## config.mk

```make
export PLATFORM = sky130hd
export DESIGN_NAME = mest_pro_sequencer
export DESIGN_NICKNAME = d
export VERILOG_FILES = /design/src/rtl/mest_pro_sequencer.sv
export SDC_FILE = /design/constraint.sdc
export NUM_CORES = 1
export LEC_CHECK = 0
export BUFFER_PORTS_ARGS = -buffer_cell sky130_fd_sc_hd__clkbuf_2
export CORE_MARGIN = 3
export CORE_UTILIZATION = 50
export CTS_CLUSTER_SIZE = 20
export DETAILED_ROUTE_END_ITERATION = 16
export HOLD_SLACK_MARGIN = 0.08
export PLACE_DENSITY = 0.9
export SETUP_SLACK_MARGIN = 0.4
export SLEW_MARGIN = 40
export SYNTH_ARGS = -nofsm -noshare
export SYNTH_HDL_FRONTEND = slang
export SYNTH_SLANG_ARGS = --single-unit
export TNS_END_PERCENT = 10
```

## constraint.sdc

```tcl
create_clock -name clk -period 3 [get_ports clk]
set_input_delay 0 -clock clk [delete_from_list [all_inputs] [get_ports clk]]
set_output_delay 0 -clock clk [all_outputs]
set_load 0.05 [all_outputs]
```

## src/rtl/mest_pro_sequencer.sv

```systemverilog
// MEST Pro instruction sequencer: fetch, operand read, ALU handshake, writeback.
// One instruction in flight; stops on HALT or at the last ROM word.
module mest_pro_sequencer #(
  parameter int OP_CODE_SIZE = 4,
  parameter int REG_ADDR_W = 8,
  parameter int DATA_W = 8,
  parameter int INSTRUCTION_SIZE = OP_CODE_SIZE + 8 + 8 + 8,
  parameter int ROM_DEPTH = 65536,
  parameter logic [OP_CODE_SIZE-1:0] NOP_OPCODE = '0,
  parameter logic [OP_CODE_SIZE-1:0] HALT_OPCODE = '1,
  localparam int PC_W = $clog2(ROM_DEPTH)
) (
  input  logic                        clk,
  input  logic                        i_reset,
  input  logic                        i_start,
  output logic [PC_W-1:0]             o_rom_addr,
  output logic                        o_rom_rd,
  input  logic [INSTRUCTION_SIZE-1:0] i_rom_data,
  output logic [REG_ADDR_W-1:0]       o_rf_raddr_a,
  output logic [REG_ADDR_W-1:0]       o_rf_raddr_b,
  input  logic [DATA_W-1:0]           i_rf_rdata_a,
  input  logic [DATA_W-1:0]           i_rf_rdata_b,
  output logic                        o_rf_we,
  output logic [REG_ADDR_W-1:0]       o_rf_waddr,
  output logic [DATA_W-1:0]           o_rf_wdata,
  output logic                        o_alu_req,
  output logic [OP_CODE_SIZE-1:0]     o_alu_op,
  output logic [DATA_W-1:0]           o_alu_a,
  output logic [DATA_W-1:0]           o_alu_b,
  input  logic                        i_alu_ack,
  input  logic [DATA_W-1:0]           i_alu_result,
  input  logic                        i_alu_carry,
  input  logic                        i_alu_zero,
  output logic [DATA_W-1:0]           o_result,
  output logic                        o_valid_result,
  output logic                        o_carry,
  output logic                        o_zero_flag,
  output logic                        o_all_done
);

  localparam int SB_LSB = 0;
  localparam int SA_LSB = REG_ADDR_W;
  localparam int DST_LSB = 2 * REG_ADDR_W;
  localparam int OP_LSB = 3 * REG_ADDR_W;
  localparam logic [PC_W-1:0] PC_LAST = PC_W'(ROM_DEPTH - 1);

  typedef enum logic [2:0] {
    IDLE, FETCH, DECODE, OPERAND, EXEC, WB, DONE
  } state_t;

  state_t                  state;
  logic [PC_W-1:0]         pc;
  logic [PC_W-1:0]         pc_next;
  logic                    at_end;
  logic [OP_CODE_SIZE-1:0] ir_op;
  logic [REG_ADDR_W-1:0]   ir_dest;
  logic [OP_CODE_SIZE-1:0] dec_op;
  logic                    dec_alu;

  assign pc_next = pc + 1'b1;
  assign at_end  = (pc == PC_LAST);
  assign dec_op  = i_rom_data[OP_LSB +: OP_CODE_SIZE];
  assign dec_alu = (state == DECODE) &&
                   (dec_op != NOP_OPCODE) &&
                   (dec_op != HALT_OPCODE);

  // The RF reads synchronously, so addresses must be up during DECODE itself.
  assign o_rf_raddr_a = dec_alu ? i_rom_data[SA_LSB +: REG_ADDR_W] : '0;
  assign o_rf_raddr_b = dec_alu ? i_rom_data[SB_LSB +: REG_ADDR_W] : '0;

  always_ff @(posedge clk or posedge i_reset) begin
    if (i_reset) begin
      state          <= IDLE;
      pc             <= '0;
      ir_op          <= '0;
      ir_dest        <= '0;
      o_rom_addr     <= '0;
      o_rom_rd       <= 1'b0;
      o_rf_we        <= 1'b0;
      o_rf_waddr     <= '0;
      o_rf_wdata     <= '0;
      o_alu_req      <= 1'b0;
      o_alu_op       <= '0;
      o_alu_a        <= '0;
      o_alu_b        <= '0;
      o_result       <= '0;
      o_valid_result <= 1'b0;
      o_carry        <= 1'b0;
      o_zero_flag    <= 1'b0;
      o_all_done     <= 1'b0;
    end else begin
      o_rom_rd       <= 1'b0;
      o_rf_we        <= 1'b0;
      o_valid_result <= 1'b0;
      unique case (state)
        IDLE: begin
          if (i_start) begin
            state      <= FETCH;
            o_rom_rd   <= 1'b1;
            o_rom_addr <= pc;
          end
        end
        FETCH: state <= DECODE;
        DECODE: begin
          ir_op   <= dec_op;
          ir_dest <= i_rom_data[DST_LSB +: REG_ADDR_W];
          if (dec_op == HALT_OPCODE) begin
            state      <= DONE;
            o_all_done <= 1'b1;
          end else if (dec_op == NOP_OPCODE) begin
            if (at_end) begin
              state      <= DONE;
              o_all_done <= 1'b1;
            end else begin
              pc         <= pc_next;
              state      <= FETCH;
              o_rom_rd   <= 1'b1;
              o_rom_addr <= pc_next;
            end
          end else begin
            state <= OPERAND;
          end
        end
        OPERAND: begin
          o_alu_a   <= i_rf_rdata_a;
          o_alu_b   <= i_rf_rdata_b;
          o_alu_op  <= ir_op;
          o_alu_req <= 1'b1;
          state     <= EXEC;
        end
        EXEC: begin
          if (i_alu_ack) begin
            o_alu_req      <= 1'b0;
            o_rf_we        <= 1'b1;
            o_rf_waddr     <= ir_dest;
            o_rf_wdata     <= i_alu_result;
            o_valid_result <= 1'b1;
            o_result       <= i_alu_result;
            o_carry        <= i_alu_carry;
            o_zero_flag    <= i_alu_zero;
            state          <= WB;
          end
        end
        WB: begin
          if (at_end) begin
            state      <= DONE;
            o_all_done <= 1'b1;
          end else begin
            pc         <= pc_next;
            state      <= FETCH;
            o_rom_rd   <= 1'b1;
            o_rom_addr <= pc_next;
          end
        end
        DONE: begin
          if (i_start) begin
            o_all_done <= 1'b0;
            pc         <= '0;
            state      <= FETCH;
            o_rom_rd   <= 1'b1;
            o_rom_addr <= '0;
          end
        end
        default: state <= IDLE;
      endcase
    end
  end

endmodule
```

==> Word level (Yosys, flattened, before mapping) <==
Cells that the tools add are included.
{ "word_totals": {"output_inout_bits": 83, "reg_bits": 89, "word_cells": 80, "in_bits": 58} }
{ "classes": {"n_eq_ne": 16, "n_reduce_logical": 15, "muxes": 32, "n_addsub": 1} }
{ "ops": {"columns": ["cell", "count"], "rows": [
  ["16-bit 2-to-1 mux", 8],
  ["16-bit case mux with 4 select lines", 1],
  ["16-bit case mux with 3 select lines", 1],
  ["3-bit case mux with 6 select lines", 1],
  ["16-bit by 1-bit adder with 16-bit output, second input constant", 1],
  ["16-bit equality test, second input constant", 1],
  ["8-bit 2-to-1 mux", 2],
  ["3-bit 2-to-1 mux", 5],
  ["1-bit 2-to-1 mux", 11],
  ["3-bit equality test, second input constant", 3],
  ["2-bit != test, second input constant", 4],
  ["4-bit nonzero test", 2],
  ["3-bit by 2-bit equality test with 1-bit output, second input constant", 2],
  ["1-bit case mux with 3 select lines", 2],
  ["2-bit AND reduction", 3],
  ["5-bit AND reduction", 1],
  ["4-bit equality test, second input constant", 1],
  ["4-bit logical NOT", 1],
  ["2-bit by 1-bit != test with 1-bit output, second input constant", 2],
  ["4-bit != test, second input constant", 1],
  ["4-bit AND reduction", 1],
  ["3-bit by 1-bit equality test with 1-bit output, second input constant", 1],
  ["3-bit logical NOT", 1],
  ["3-bit by 1-bit != test with 1-bit output, second input constant", 1],
  ["6 further kinds", 7]
]} }

==> Longest topological paths before layout <==
{ "depth": {"ltp_word": 5, "mapped_depth": 8, "ltp_nobuf": 6} }

==> Worst setup path after synthesis <==
No wires, ideal clock.
{ "synth_timing": {"path_type": "reg-to-reg", "startpoint": "reg pc[9]", "endpoint": "reg o_rom_addr[0]", "stages_incl_launch_ff": 8, "setup_ps": 125, "arrival_ps": 1902, "required_time_ps": 2875, "slack_ps": 972, "period_less_slack_ps": 2028, "path_buffers": 2, "path_cell_list": "dfrtp_1 buf_4 and4_1 nand3_2 or3_4 a21oi_4 buf_12 mux2_4"} }
{ "synth_via": {"elab_chain_cells": 5} }
{ "synth_lines": {"columns": ["item", "line_no", "text"], "rows": [
  ["start, declared", "52", "logic [PC_W-1:0] pc;"],
  ["start signal, assigned", "115", "pc <= pc_next;"],
  ["start signal, assigned", "149", "pc <= pc_next;"],
  ["16-bit equality test (*)", "61", "assign at_end = (pc == PC_LAST);"],
  ["16-bit 2-to-1 mux (*)", null, null],
  ["16-bit 2-to-1 mux (2 in series)", null, null],
  ["16-bit case mux with 4 select lines (*)", null, null],
  ["end signal, assigned", "100", "o_rom_addr <= pc;"],
  ["end signal, assigned", "118", "o_rom_addr <= pc_next;"],
  ["end signal, assigned", "152", "o_rom_addr <= pc_next;"],
  ["end, declared", "16", "output logic [PC_W-1:0] o_rom_addr,"]
]} }
Every way passes the cells marked *; elsewhere a longest branch is shown, timed or not. The select of a mux whose other input is x is not followed.
A chain may end at the register's enable or synchronous reset.

==> Final worst setup path <==
{ "layout_timing": {"startpoint": "reg pc[9]", "endpoint": "reg o_rom_addr[2]"} }
The elaborated chain is that of the path after synthesis.

==> results.cfg <==
[global_routing]
grt_max_degree = 46
grt_use_total_pct = 24.65
first_global_vias = 3998
grt_pass1_wl_um = 19690
grt_antenna_before_repair = 0
grt_overflow = 0

[timing]
fin_crit_ns = 2.553
slew_viol_final = 0
relSlewSlack_pct = 53.44
rsz0062_at_grt = true
max_clock_freq_ghz = 0.3917
fin_setup_tns_ns = 0
fin_worst_skew_ns = 0.01988
setup_slack_ns = 0.4473
finalSetupViolations = 0
worst_pin_slew_ns = 0.6966
hold_viol_final = 0
min_period_over_period_pct = 85.09

[floorplanning]
row_count = 33
die_h_um = 100.3
die_area_um2 = 10060
io_pins = 141
core-area_um2 = 8423
start_util_pct = 52.76
die_w_um = 100.3

[placed_design]
dp_cells = 619
dpl_cell_area_um2 = 5130
numPortBuffers = 140
place_congestion = 0.9267
dp_slack_ns = 0.5363
dp_hpwl_um = 7956

[synthesis]
synth_top_flop_cell = dfrtp_1
synthesis.nets = 461
synth_cell_types = 50
synth_area_leaders = dfrtp_1, mux2_2, o21ai_0, and2_1, mux2_4
synth_largest_area_cell = dfrtp_1
ys_async_sr_fraction_pct = 100.0
synth-seq-cells = 89
synth_top_area_share_pct = 50.11
syn_avg_cell_area_um2 = 11.06
synth-edff-count = 0
synth.yosys.seq_area_share_pct = 50.11
mappedNetlistArea_um2 = 4444
synth_common_cells = dfrtp_1, mux2_2, o21ai_0
yosysWarnings = 0
yosysMostFrequentCell = dfrtp_1
synthCells = 402

[clocking]
htree_levels = 3
clkTransAtPathRegs_ns = 0.10
cts_sinks = 89
cts_made_buffers = 9
cts_tree = yes
clk_latency_ns = 0.38
cts-root-buf = clkbuf_8
post_cts.repair.setup_buffers = 0
clock_path_buffers = 2

[drt]
totalWireLength_um = 12150
drtIter0Drc = 363
vias = 3981
firstDrtPassIters = 5
ant_nets = 0
drc_errors = 0
wire_per_inst_um = 18.01
viasPerCell = 5.898

[power]
p_leak_nw = 2.690
powerDensity_nw_per_um2 = 1260
vdd_drop_max_mv = 0.6943

[setup_path]
crit_arrival_ns = 2.81
r2r_slack_ns = 0.45
required_ns = 3.26
reg2reg_depth = 6
startpoint_type = flip-flop
reg2reg_to = o_rom_addr[2]$_DFFE_PP0P_
crit_fanout = 13
crit_path_end_kind = flip-flop
r2r_start = pc[9]$_DFFE_PP0P_
criticalPathCategory = reg2reg

[layout]
synthToLayoutAreaGrowth_pct = 29.42
diodes = 0
drive_gt1_share_pct = 41.58
finalInstanceArea_um2 = 5752
fillers = 614
layoutNonFillerInstCount = 675
num-nets-final = 624

[job]
cap_violations = 0

[hold_path]
min_path_type = in2async

[run_status]
outcome = complete, no violations
-- power breakdown --
group | total (mW) | switching (mW) | internal (mW)
clock | 0.891 | 0.483 | 0.408
combinational | 4.07 | 2.80 | 1.27
sequential | 2.29 | 0.517 | 1.77
total | 7.25 | 3.80 | 3.45
-- per-layer routing --
metal	share of wire, %	vias up	wire, um	global-route usage, %
li1	-	1777	-	-
met1	38	1915	4595	29.47
met2	50	236	6070	42.35
met3	7.3	53	893	4.031
met4	4.9	0	595	13.37
met5	0	-	0	0
-- stage by stage --
stage	power (mW)	util, %	hold slack [ns]
2_1_floorplan	5.451	-	0.1505
3_3_place_gp	6.116	60.90	-0.06351
3_5_place_dp	6.253	60.90	-0.05436
4_1_cts	7.189	68.26	0.1103
5_1_grt	7.613	68.29	0.1368
6_report	7.250	68.29	0.08766
-- sequential cells by signal, indices dropped and copies added, names as in the netlist, 3 cells and up --
register and flops:
o_alu_b 8, pc 16, state 3, o_alu_a 8, o_rf_waddr 8, o_alu_op 4, ir_op 4, o_rom_addr 16
ir_dest 8, o_result 8
-- worst max-delay path: stages, from the launching register on --
cell and delay [ns]:
dfrtp_1 0.53, and4_1 0.30, nand3_2 0.12, or3_4 0.50, a21oi_4 0.40, buf_4 0.27
mux2_4 0.31
-- how the worst max path moves through the flow --
stage	slack, ns	cells past startpoint	start	end
6_report	0.45	6	pc[9]$_DFFE_PP0P_	o_rom_addr[2]$_DFFE_PP0P_
5_1_grt	0.31	5	state[2]$_DFFE_PP0P_	o_rom_addr[10]$_DFFE_PP0P_
4_1_cts	0.51	4	state[2]$_DFFE_PP0P_	o_rf_raddr_a[2]
3_5_place_dp	0.54	6	pc[9]$_DFFE_PP0P_	o_rom_addr[6]$_DFFE_PP0P_
3_3_place_gp	0.59	6	pc[9]$_DFFE_PP0P_	o_rom_addr[0]$_DFFE_PP0P_
2_1_floorplan	0.69	1	i_reset	ir_dest[0]$_DFFE_PP0P_
-- kinds of logic after synthesis --
kind of cell,Yosys count,synth area share (%)
muxes,69,17.93
and+or+nand+nor,115,14.22
DFF,89,50.11
buffers and inverters,44,5.180
AOI/OAI and AO/OA,84,12.27
adders and majority gates,1,0.2815
-- cell type report --
| class | instances | area, um^2 | share of cell area [%] |
|---|---|---|---|
| Inverter | 10 | 38.79 | 0.6744 |
| Clock inverter | 7 | 92.59 | 1.610 |
| Multi-Input combinational cell | 269 | 1992 | 34.63 |
| Sequential cell | 89 | 2227 | 38.72 |
| Tap cell | 105 | 131.4 | 2.284 |
| Clock buffer | 9 | 123.9 | 2.154 |
| Timing Repair Buffer | 186 | 1146 | 19.93 |
-- cell usage in the layout (no fill, tap or decap), types with 11 or more instances in the layout --
cell type,Yosys,routed
a21oi_1,18,18
dfrtp_1,89,89
mux2_2,57,57
o21ai_0,28,28
and2_1,17,17
nor2_1,21,20
nand2_1,19,18
clkbuf_2,1,140
nand3_1,11,11
dlygate4sd3_1,0,40
-- what timing repair did --
| item | CTS | global route |
|---|---|---|
| resized for setup | 1 | 0 |
| hold buffers | 40 | 0 |
| setup endpoints to repair | 16 | 28 |
| hold endpoints to repair | 129 | 0 |
No activity file was read; power rests on OpenSTA's default activity.
